==> src/rtl/des_pkg.sv <==
// des_pkg -- shared definitions for the DES Feistel round pipeline.
//
// Holds the half/key/S-box widths, the DES bit-numbering helpers, the
// pipeline stage record types, the E expansion and P permutation (both
// pure wiring), and the nibble-pick helper used by the S-box modules.
//
// Bit numbering: vectors are declared [W:1] with the MSB carrying DES
// bit 1, so DES bit b lives at index 33-b (32-bit) or 49-b (48-bit).
package des_pkg;

  localparam int HALF_W = 32;
  localparam int KEY_W  = 48;
  localparam int SBOX_W = 32;

  // Stage 1: left/right halves and the key-mixed expansion X.
  typedef struct packed {
    logic              valid;
    logic              last;
    logic [HALF_W:1]   l;
    logic [HALF_W:1]   r;
    logic [KEY_W:1]    x;
  } s1_t;

  // Stage 2: halves forwarded, plus the concatenated S-box output.
  typedef struct packed {
    logic              valid;
    logic              last;
    logic [HALF_W:1]   l;
    logic [HALF_W:1]   r;
    logic [SBOX_W:1]   sbox;
  } s2_t;

  // Stage 3: the finished round result presented on the outputs.
  typedef struct packed {
    logic              valid;
    logic [HALF_W:1]   outL;
    logic [HALF_W:1]   outR;
  } s3_t;

  function automatic int desIdx32(input int desBit);
    return 33 - desBit;
  endfunction

  function automatic int desIdx48(input int desBit);
    return 49 - desBit;
  endfunction

  // E expansion table written directly as index wiring (index = 33 - DES bit).
  // DES order: 32 1 2 3 4 5 | 4 5 6 7 8 9 | ... | 28 29 30 31 32 1
  function automatic logic [KEY_W:1] expandE(input logic [HALF_W:1] r);
    return {r[1],  r[32], r[31], r[30], r[29], r[28],
            r[29], r[28], r[27], r[26], r[25], r[24],
            r[25], r[24], r[23], r[22], r[21], r[20],
            r[21], r[20], r[19], r[18], r[17], r[16],
            r[17], r[16], r[15], r[14], r[13], r[12],
            r[13], r[12], r[11], r[10], r[9],  r[8],
            r[9],  r[8],  r[7],  r[6],  r[5],  r[4],
            r[5],  r[4],  r[3],  r[2],  r[1],  r[32]};
  endfunction

  // P permutation table as index wiring.
  // DES order: 16 7 20 21 29 12 28 17 1 15 23 26 5 18 31 10
  //            2 8 24 14 32 27 3 9 19 13 30 6 22 11 4 25
  function automatic logic [SBOX_W:1] permuteP(input logic [SBOX_W:1] s);
    return {s[17], s[26], s[13], s[12], s[4],  s[21], s[5],  s[16],
            s[32], s[18], s[10], s[7],  s[28], s[15], s[2],  s[23],
            s[31], s[25], s[9],  s[19], s[1],  s[6],  s[30], s[24],
            s[14], s[20], s[3],  s[27], s[11], s[22], s[29], s[8]};
  endfunction

  // S-box tables are stored as 64 nibbles, row-major, entry 0 in the MSBs.
  // Row = {b1,b6}, column = b2..b5; ~idx gives 63-idx, so the nibble base
  // is 4*(63-idx) counted from the LSB.
  function automatic logic [4:1] sboxLookup(input logic [255:0] tbl,
                                            input logic [6:1]   b);
    logic [7:0] base;
    base = {~b[6], ~b[1], ~b[5:2], 2'b00};
    return tbl[base +: 4];
  endfunction

endpackage

==> src/rtl/des_feistel_round_sbox.sv <==
// sbox1 .. sbox8 -- the eight DES substitution boxes.
//
// Ports (each module):
//   Bin   [6:1] in   6-bit chunk, Bin[6] = first DES bit of the chunk
//   BSout [4:1] out  4-bit substitution result, BSout[4] = MSB
//
// Each table is four 16-nibble rows (row 0 first).
module sbox1 import des_pkg::*; (input logic [6:1] Bin, output logic [4:1] BSout);
  assign BSout = sboxLookup({64'hE4D12FB83A6C5907, 64'h0F74E2D1A6CB9538,
                             64'h41E8D62BFC973A50, 64'hFC8249175B3EA06D}, Bin);
endmodule

module sbox2 import des_pkg::*; (input logic [6:1] Bin, output logic [4:1] BSout);
  assign BSout = sboxLookup({64'hF18E6B34972DC05A, 64'h3D47F28EC01A69B5,
                             64'h0E7BA4D158C6932F, 64'hD8A13F42B67C05E9}, Bin);
endmodule

module sbox3 import des_pkg::*; (input logic [6:1] Bin, output logic [4:1] BSout);
  assign BSout = sboxLookup({64'hA09E63F51DC7B428, 64'hD70934A6285ECBF1,
                             64'hD6498F30B12C5AE7, 64'h1AD069874FE3B52C}, Bin);
endmodule

module sbox4 import des_pkg::*; (input logic [6:1] Bin, output logic [4:1] BSout);
  assign BSout = sboxLookup({64'h7DE3069A1285BC4F, 64'hD8B56F03472C1AE9,
                             64'hA690CB7DF13E5284, 64'h3F06A1D8945BC72E}, Bin);
endmodule

module sbox5 import des_pkg::*; (input logic [6:1] Bin, output logic [4:1] BSout);
  assign BSout = sboxLookup({64'h2C417AB6853FD0E9, 64'hEB2C47D150FA3986,
                             64'h421BAD78F9C5630E, 64'hB8C71E2D6F09A453}, Bin);
endmodule

module sbox6 import des_pkg::*; (input logic [6:1] Bin, output logic [4:1] BSout);
  assign BSout = sboxLookup({64'hC1AF92680D34E75B, 64'hAF427C9561DE0B38,
                             64'h9EF528C3704A1DB6, 64'h432C95FABE17608D}, Bin);
endmodule

module sbox7 import des_pkg::*; (input logic [6:1] Bin, output logic [4:1] BSout);
  assign BSout = sboxLookup({64'h4B2EF08D3C975A61, 64'hD0B7491AE35C2F86,
                             64'h14BDC37EAF680592, 64'h6BD814A7950FE23C}, Bin);
endmodule

module sbox8 import des_pkg::*; (input logic [6:1] Bin, output logic [4:1] BSout);
  assign BSout = sboxLookup({64'hD2846FB1A93E50C7, 64'h1FD8A374C56B0E92,
                             64'h7B419CE206ADF358, 64'h21E74A8DFC90356B}, Bin);
endmodule

==> src/rtl/des_feistel_round.sv <==
// des_feistel_round -- one DES Feistel round as a 3-stage valid/ready pipeline.
//
// Ports:
//   clk        in   rising-edge clock
//   rst        in   synchronous active-high reset
//   in_valid   in   request present on in_L/in_R/in_key/in_last
//   in_ready   out  request accepted on this edge (equals advance enable)
//   in_L/in_R  in   [32:1] halves, index 32 = DES bit 1
//   in_key     in   [48:1] round subkey, index 48 = DES bit 1
//   in_last    in   final round: no half swap
//   out_valid  out  out_L/out_R hold a completed round
//   out_ready  in   consumer takes the result on this edge
//   out_L/out_R out [32:1] next halves
//
// S1 = E(R) ^ K, S2 = S-box substitution, S3 = P permutation plus swap/XOR.
module des_feistel_round
  import des_pkg::*;
(
  input  logic            clk,
  input  logic            rst,
  input  logic            in_valid,
  output logic            in_ready,
  input  logic [HALF_W:1] in_L,
  input  logic [HALF_W:1] in_R,
  input  logic [KEY_W:1]  in_key,
  input  logic            in_last,
  output logic            out_valid,
  input  logic            out_ready,
  output logic [HALF_W:1] out_L,
  output logic [HALF_W:1] out_R
);

  s1_t s1_d, s1_q;
  s2_t s2_d, s2_q;
  s3_t s3_d, s3_q;

  logic            en;
  logic [SBOX_W:1] sboxOut;
  logic [SBOX_W:1] fVal;

  // The whole pipe moves as one; it only stalls when a finished result is
  // waiting on a consumer that is not ready, so bubbles are never squeezed out.
  assign en        = !s3_q.valid || out_ready;
  assign in_ready  = en;
  assign out_valid = s3_q.valid;
  assign out_L     = s3_q.outL;
  assign out_R     = s3_q.outR;

  // Chunk k of X feeds sbox k; chunk 1 is the top six bits and its nibble
  // lands in the top of the substitution result.
  sbox1 u_sbox1 (.Bin(s1_q.x[48:43]), .BSout(sboxOut[32:29]));
  sbox2 u_sbox2 (.Bin(s1_q.x[42:37]), .BSout(sboxOut[28:25]));
  sbox3 u_sbox3 (.Bin(s1_q.x[36:31]), .BSout(sboxOut[24:21]));
  sbox4 u_sbox4 (.Bin(s1_q.x[30:25]), .BSout(sboxOut[20:17]));
  sbox5 u_sbox5 (.Bin(s1_q.x[24:19]), .BSout(sboxOut[16:13]));
  sbox6 u_sbox6 (.Bin(s1_q.x[18:13]), .BSout(sboxOut[12:9]));
  sbox7 u_sbox7 (.Bin(s1_q.x[12:7]),  .BSout(sboxOut[8:5]));
  sbox8 u_sbox8 (.Bin(s1_q.x[6:1]),   .BSout(sboxOut[4:1]));

  assign fVal = permuteP(s2_q.sbox);

  // Next-state for every stage. The final round keeps the halves in place
  // instead of swapping them.
  always_comb begin
    s1_d       = '0;
    s1_d.valid = in_valid;
    s1_d.last  = in_last;
    s1_d.l     = in_L;
    s1_d.r     = in_R;
    s1_d.x     = expandE(in_R) ^ in_key;

    s2_d       = '0;
    s2_d.valid = s1_q.valid;
    s2_d.last  = s1_q.last;
    s2_d.l     = s1_q.l;
    s2_d.r     = s1_q.r;
    s2_d.sbox  = sboxOut;

    s3_d       = '0;
    s3_d.valid = s2_q.valid;
    if (s2_q.last) begin
      s3_d.outL = s2_q.l ^ fVal;
      s3_d.outR = s2_q.r;
    end else begin
      s3_d.outL = s2_q.r;
      s3_d.outR = s2_q.l ^ fVal;
    end
  end

  // Data loads with the enable whether or not the stage is valid; reset
  // wipes both valid bits and data so nothing stale can surface later.
  always_ff @(posedge clk) begin
    if (rst) begin
      s1_q <= '0;
      s2_q <= '0;
      s3_q <= '0;
    end else if (en) begin
      s1_q <= s1_d;
      s2_q <= s2_d;
      s3_q <= s3_d;
    end
  end

endmodule

==> config.mk <==
export PLATFORM = sky130hd
export DESIGN_NAME = des_feistel_round
export DESIGN_NICKNAME = d
export VERILOG_FILES = /design/src/rtl/des_pkg.sv /design/src/rtl/des_feistel_round_sbox.sv /design/src/rtl/des_feistel_round.sv
export SDC_FILE = /design/constraint.sdc
export NUM_CORES = 1
export LEC_CHECK = 0
export BUFFER_PORTS_ARGS = -buffer_cell sky130_fd_sc_hd__buf_2
export CORE_MARGIN = 5
export CORE_UTILIZATION = 50
export CTS_CLUSTER_SIZE = 16
export DETAILED_ROUTE_END_ITERATION = 16
export PLACE_DENSITY_LB_ADDON = 0.25
export SETUP_SLACK_MARGIN = 0.1
export SKIP_CTS_REPAIR_TIMING = 1
export SYNTH_ARGS = -nofsm -noshare
export SYNTH_HDL_FRONTEND = slang
export SYNTH_HIERARCHICAL = 1
export SYNTH_SLANG_ARGS = --single-unit
==> constraint.sdc <==
create_clock -name clk -period 3.45 [get_ports clk]
set_input_delay 0.1725 -clock clk [delete_from_list [all_inputs] [get_ports clk]]
set_output_delay 0.1725 -clock clk [all_outputs]
set_load 0.05 [all_outputs]
* Word level (Yosys, flattened, before mapping)
Cells that the tools add are included.
Word-level totals: word-level logic and storage cells 50, input bits 117, bits in registers 277, output and inout bits 66
Cells by class: shift operators 8, bitwise gates (word level) 26, mux-type cells 1, reduce and logical (&&, ||, !) cells 2
Operators by type and width (number):
- 256-bit by 9-bit indexed part select with 4-bit output, first input constant | 8
- 64-bit 2-to-1 mux | 1
- 48-bit XOR | 1
- 4-bit NOT | 8
- 32-bit XOR | 1
- 1-bit NOT | 16
- 1-bit zero test | 1
- 1-bit logical OR | 1

* Longest topological paths before layout
Gate-level depths: netlist of the first run.
word-level depth 2, gate-level depth with buffers 10, gate-level depth less buffers 8

* Modules after synthesis
The synthesis of the first run kept the hierarchy.
By module, submodules not included:
- des_feistel_round | times used 1, seq. area each 5545.3 um^2, cells each 1280, area an instance 10911.7 um^2
- sbox6 | times used 1, seq. area each 0.0 um^2, cells each 97, area an instance 715.7 um^2
- sbox8 | times used 1, seq. area each 0.0 um^2, cells each 95, area an instance 706.9 um^2
- sbox1 | times used 1, seq. area each 0.0 um^2, cells each 92, area an instance 688.2 um^2
- sbox5 | times used 1, seq. area each 0.0 um^2, cells each 95, area an instance 674.4 um^2
- sbox2 | times used 1, seq. area each 0.0 um^2, cells each 83, area an instance 656.9 um^2
- sbox7 | times used 1, seq. area each 0.0 um^2, cells each 88, area an instance 650.6 um^2
- sbox3 | times used 1, seq. area each 0.0 um^2, cells each 85, area an instance 606.8 um^2
- sbox4 | times used 1, seq. area each 0.0 um^2, cells each 70, area an instance 538.0 um^2

* Worst setup path after synthesis of the first run
OpenSTA, ideal clock, no wires.
path kind register -> register, start register s1_q[43] (netlist name), end register s2_q, in the netlist fVal[16], period minus slack after synthesis 2.419 ns, stages on the path, launching flop included 10, path buffers 1, arrival 2.286 ns, path slack 1.031 ns, path through dfxtp_1 clkbuf_1 inv_1 ha_1 inv_2 a21o_1 mux4_2 a221o_1 nand2_1 a21oi_1
RTL lines:
- start, declared | line des_feistel_round.sv:33 | s1_t s1_d, s1_q;
- start signal, assigned | line des_feistel_round.sv:94 | s1_q <= '0;
- start signal, assigned | line des_feistel_round.sv:98 | s1_q <= s1_d;
- end signal, assigned | line des_feistel_round.sv:95 | s2_q <= '0;
- end signal, assigned | line des_feistel_round.sv:99 | s2_q <= s2_d;
- end, declared | line des_feistel_round.sv:34 | s2_t s2_d, s2_q;

==> results of run 1 <==
[metrics by stage]
| stage | area, µm² | total power [mW] |
|---|---|---|
| 2_1_floorplan | 16100 | 5.39 |
| 3_3_place_gp | 16700 | 5.83 |
| 3_5_place_dp | 16700 | 5.85 |
| 4_1_cts | 17900 | 9.57 |
| 5_1_grt | 19000 | 10.1 |
| 6_report | 19000 | 9.60 |
[sequential cells by signal (all words and copies together), names as in the netlist]
register and cells:
out_L 32, fVal 32, out_valid 1, s2_q 66
out_R 32, s1_q 114
[routing by layer]
layer | vias up | part of all wire, % | track usage (%)
met4 | 2 | 1.7 | 4.12
met3 | 50 | 4.7 | 3.47
met1 | 6838 | 48 | 32.3
met2 | 317 | 46 | 34.5
met5 | - | 0.030 | 0
li1 | 7243 | - | -
[layout by cell type (no fill, tap or decap), types with 5 or more instances in the layout]
cell,n
a2111oi_2,36
a211o_1,37
a211oi_1,63
a21o_1,9
a21oi_1,240
a311oi_1,7
a31oi_1,10
a32oi_1,5
buf_12,6
buf_2,181
buf_4,10
bufinv_16,8
clkbuf_16,31
clkinv_2,8
dfxtp_1,276
dlygate4sd3_1,114
ha_1,63
inv_1,40
inv_2,8
mux2i_1,24
mux4_2,10
nand2_1,409
nand2b_1,27
nand3_1,11
nand3b_1,6
nor2_1,153
nor2b_1,16
nor3_1,15
nor3b_1,41
o2111ai_1,6
o211ai_1,22
o21ai_0,37
o21ai_1,8
o22ai_1,9
o31ai_1,7
xnor2_1,90
xor2_1,11
[kinds of logic (layout without fill, tap and decap cells)]
logic type | Yosys count | in the layout | share of synthesized area (%)
buffers and inverters | 228 | 419 | 7.72
adder cells (fa/ha/maj) | 63 | 63 | 4.88
AND/OR/NAND/NOR | 713 | 713 | 19.5
flip-flops | 277 | 277 | 34.3
multiplexers | 42 | 42 | 3.70
other | 0 | 1 | 0
XOR/XNOR | 101 | 101 | 5.48
AO/OA/AOI/OAI | 561 | 561 | 24.4
[worst max-delay path, stage by stage, from the launching register on]
cell and delay, ns:
dfxtp_1 0.61, inv_1 0.23, ha_1 0.53, inv_2 0.08
a21o_1 0.18, mux4_2 0.44, a221o_1 0.35, nand2_1 0.06
a21oi_1 0.07
[final cells by class]
type,instances,area [µm²],area share (%)
multi-input combinational,1480,9360,49.2
antenna,1,2.50,0.0132
sequential,277,5550,29.2
inverter,49,191,1.01
tap,402,503,2.65
clock buffer,34,807,4.24
clock inverter,24,347,1.82
timing repair buffer,312,2260,11.9
[power by group]
| group | total [mW] | leakage (nW) | switching [mW] | internal (mW) |
|---|---|---|---|---|
| clock network | 3.68 | 0.564 | 1.39 | 2.29 |
| logic | 2.08 | 4.76 | 1.17 | 0.906 |
| registers | 3.83 | 2.29 | 0.373 | 3.46 |
[path summary, 6_finish.rpt]
kind,startpoint,to,cells after the start
max,s1_q[43],fVal[16],8
min,in_key[47],s1_q[46],3
max reg2reg,s1_q[43],fVal[16],8
min reg2reg,out_L[19],out_L[19],2
==> impl_results.md, run 1 <==
* Outcome: finished, final reports clean
* # DRC at 0
* Layout cell share with drive strength beyond 1 at between 10% and 20%
* H-tree Lvls at 1
* Cells after Synth at 1985
* Overall fraction of global-route tracks in use at 22.0%
* Synth top cells by count: 409 x nand2_1, 277 x dfxtp_1, 240 x a21oi_1
* Vias in the first global route at between 10000 and 15000
* Cells after DPL at 2406
* Setup TNS at 0 ns
* Rows at 65
* Gpl congestion at a little under 0.9
* Max Slew Vio Count at 0
* R2R setup slack at approximately 0.75 ns
* Number of nets in the layout at 2331
* Worst hold path type: primary input to flip-flop
* Via count at 14500
* Sink Count at approximately 280
* IO Pins at 183
* #FFs+latches synth at 277
* Sequential area share after synthesis at 34.3%
* Worst setup EP type: flip-flop
* PortBufs at 182
* Worst slew margin at between 30% and 40%
* Leakage at 7.62 nW
* Critical path type: flip-flop to flip-flop
* Layout area overhead at 17.7%
* Syn. warnings at 6
* Fin util at 59.9%
* Antenna violations before repair at 1
* Synth async-reset ratio at 0%
* Hold_ws at 0.0556 ns
* Fin worst setup slack at 0.745 ns
* Worst Skew at 0.0131 ns
* Ranking of synthesized cells by area: dfxtp_1 34%, nand2_1 9.5%, a21oi_1 7.4%, ha_1 4.9%, xnor2_1 4.9%
* Setup crit start kind: flip-flop
* Final WL at about 43 mm
* Die height at between 150 and 200 µm
* Max_cap viols at 0
* FMAX at between 300 and 400 MHz
* RSZ-0062 raised after global routing: false
* Syn Area/Cell at 8.14 µm²
* FILL cells at 2834
* WL/cell at 16.8 µm
* Most numerous cell in the Yosys netlist: nand2_1
* Synth Net Count at roughly 2200
* Top cell type's share of synthesized area at between 30 and 40%
* Placement Setup Slack at between 0.8 and 0.9 ns
* Post-synth EDFFs at 0
* Final Non-Filler Cells at 2579
* Router iterations before antenna repair at 7
* Max Fanout on Critical Path at 15
* Cell Area, Synth at roughly 16000 µm²
* Largest net degree at the start of global routing at between 150 and 200
* Clock slew at reported path FFs at 0.06 ns
* Fin. Hold Viols at 0
* First-pass GRT wire length at 67.4 mm
* Drt via density at 5.60
* WP data arrival at 3.11 ns
* IR drop worst, VDD at 0.000420 V
* Final setup viols at 0
* CTS buffer count at 31
* Power density over the cells at 505 nW/µm²
* Routed Antenna Nets at 0
* Die area at 36000 µm²
* Slew @ Worst Pin at 1.03 ns
* Min Clock Period, post-route at 2.70 ns
* Post-synth top flop: dfxtp_1
* Final cycle utilization of the critical path at just under 80%
* Area leader, netlist: dfxtp_1
* CTS root buf: clkbuf_16
* Worst Path Required at 3.86 ns
* Worst skew pair latency at about 0.56 ns
* Distinct cells, synth at 97
* Core box area at 31700 µm²
* Starting Density at between 50% and 60%
* Hpwl dp at 27.5 mm
* Overflow left after global routing at 0
* Die Width at between 150 and 200 µm
* Drt first-iter violations at between 1000 and 1500
* Clock buffer depth at 3
* CTS tree: yes
Note: power is estimated with default switching activity, not from simulation.
==> run 2: changes to the inputs <==
clock period = 2.8 ns   (was 3.45 ns; I/O delays follow)
==> impl_results.md, run 2 (synthesized netlist as in run 1, its figures left out) <==
* Largest net degree at the start of global routing at 130 (-20%)
* Gpl congestion at 0.863 (-2.6%)
* Sink Count at 277 (unchanged)
* Via count at 14800 (+2.3%)
* WP data arrival at 2.87 ns (-0.24 ns)
* Worst setup EP type: flip-flop
* Core box area at 31700 µm² (unchanged)
* Worst Path Required at 3.24 ns (-0.62 ns)
* Met2 Use GR at 35.0% (+0.50 points)
* Die Width at 190 µm (unchanged)
* Worst Setup SP: s1_q[38]
* Slew @ Worst Pin at 0.989 ns (-0.0405 ns)
* Fin util at 60.5% (+0.59 points)
* CTS buffer count at 31 (unchanged)
* Worst slew margin at 34.0% (+2.8 points)
* Number of nets in the layout at 2364 (+1.4%)
* Fin. Hold Viols at 0 (unchanged)
* CP max-delay cell: dfxtp_1
* Die height at 190 µm (unchanged)
* Starting Density at 50.9% (unchanged)
* Routed Antenna Nets at 0 (unchanged)
* FMAX at 411 MHz (+11%)
* Final setup viols at 0 (unchanged)
* Die area at 36000 µm² (unchanged)
* Crit path buf inv count at 1 (-1)
* Reg2reg start: s1_q[38]
* Max Slew Vio Count at 0 (unchanged)
* Most frequent cells in the layout: 409 x nand2_1, 276 x dfxtp_1, 240 x a21oi_1
* Max Fanout on Critical Path at 14 (-1)
* WL/cell at 16.9 µm (+0.76%)
* Commonest non-fill, non-tap cell in the layout: nand2_1
* Clock slew at reported path FFs at 0.06 ns (about the same)
* First-pass GRT wire length at 68.5 mm (+1.5%)
* Reg2reg path depth at 8 (unchanged)
* Max FFs per register at 114 (unchanged)
* Leakage at 7.74 nW (+1.6%)
* Crit-path max cell delay at 0.61 ns (about the same)
* Overall fraction of global-route tracks in use at 22.3% (+0.35 points)
* Min Clock Period, post-route at 2.43 ns (-0.271 ns)
* Biggest regs: s1_q x114, s2_q x66
* Worst hold stages at 5 (+2)
* Drt first-iter violations at 939 (-12%)
* Hold Path Sink: s1_q[87]
* H-tree Lvls at 1 (unchanged)
* Max_cap viols at 0 (unchanged)
* Layout cell share with drive strength beyond 1 at 16.6% (+1.0 points)
* Antenna violations before repair at 5 (+4)
* PortBufs at 182 (unchanged)
* Reg with most FFs: s1_q
* RSZ-0062 raised after global routing: false
* Setup crit start kind: flip-flop
* Met1 GRT Util at 32.0% (-0.36 points)
* Drt via density at 5.66 (+0.97%)
* Worst skew pair latency at 0.56 ns (about the same)
* IR drop worst, VDD at 0.000448 V (+6.6%)
* Outcome: finished, final reports clean
* Overflow left after global routing at 0 (unchanged)
* Hold_ws at 0.0319 ns (-0.0237 ns)
* Critical path type: flip-flop to flip-flop
* Hpwl dp at 28.4 mm (+3.2%)
* Worst hold path type: primary input to flip-flop
* Worst Skew at 0.0165 ns (+0.00345 ns)
* R2R setup slack at 0.37 ns (-0.38 ns)
* Critical path, cell by cell: inv_2 > ha_1 > mux2i_1 > a2111oi_0 > a311o_1 > o21ai_1 > nand2_1 > a21oi_1
* Hold Path Origin: out_ready
* Final cycle utilization of the critical path at 86.9% (+8.5 points)
* Final WL at 44.2 mm (+2.1%)
* Power density over the cells at 600 nW/µm² (+19%)
* FILL cells at 2837 (+0.11%)
* GR peak layer: met2
* # DRC at 0 (unchanged)
* IO Pins at 183 (unchanged)
* Setup TNS at 0 ns (unchanged)
* CTS tree: yes
* CTS root buf: clkbuf_16
* Clock buffer depth at 3 (unchanged)
* Layout area overhead at 18.9%
* Vias in the first global route at 13200 (+1.4%)
* Crit-path leading delay family: compound AO/OA/AOI/OAI gates
* RR Endpoint: fVal[20]
* Met3 Usage GRT at 4.33% (+0.86 points)
* Rows at 65 (unchanged)
* Router iterations before antenna repair at 5 (-2)
-- run 2: how the worst max path moves through the flow --
stage,endpoint,cells past startpoint,slack [ns]
after global placement,fVal[7],8,0.55
final,fVal[20],8,0.37
after detailed placement,fVal[20],8,0.41
after CTS,in_ready,4,0.16
after global routing,fVal[20],8,0.21
after floorplan,fVal[16],9,0.38
-- run 2: area by class of cell --
cell class,instances,area [µm²],share of cell area (%)
Multi-Input combinational cell,1480,9360,48.7
Sequential cell,277,5550,28.9
Timing Repair Buffer,345,2530,13.2
Clock buffer,36,845,4.40
Tap cell,402,503,2.62
Clock inverter,21,210,1.09
Inverter,49,196,1.02
Antenna cell,3,7.51,0.0391
-- run 2: routing by layer --
| layer | vias up | part of all wire [%] |
|---|---|---|
| li1 | 7321 | - |
| met1 | 6962 | 46 |
| met2 | 418 | 46 |
| met3 | 76 | 5.7 |
| met4 | 6 | 2.1 |
| met5 | - | 0.079 |
-- run 2: through the flow --
| step | worst slack [ns] | area (µm²) | instances | power [mW] |
|---|---|---|---|---|
| final | 0.367 | 19200 | 2613 | 11.5 |
| after global routing | 0.214 | 19200 | 2612 | 12.1 |
| after CTS | 0.161 | 17900 | 2484 | 11.5 |
| after detailed placement | 0.414 | 16900 | 2427 | 7.25 |
| after global placement | 0.547 | 16900 | 2427 | 7.24 |
| after floorplan | 0.381 | 16100 | 1985 | 6.65 |
-- run 2: report_power, final --
group	total [mW]	switching (mW)	internal [mW]
combinational	2.70	1.54	1.16
clock	4.17	1.73	2.44
sequential	4.65	0.385	4.26
total	11.5	3.65	7.87
-- run 2: worst reg2reg max path, cell delays in order (launching register included) --
cell and delay [ns]:
dfxtp_1 0.61, inv_2 0.13, ha_1 0.53, mux2i_1 0.16, a2111oi_0 0.50, a311o_1 0.18, o21ai_1 0.06, nand2_1 0.07
a21oi_1 0.08
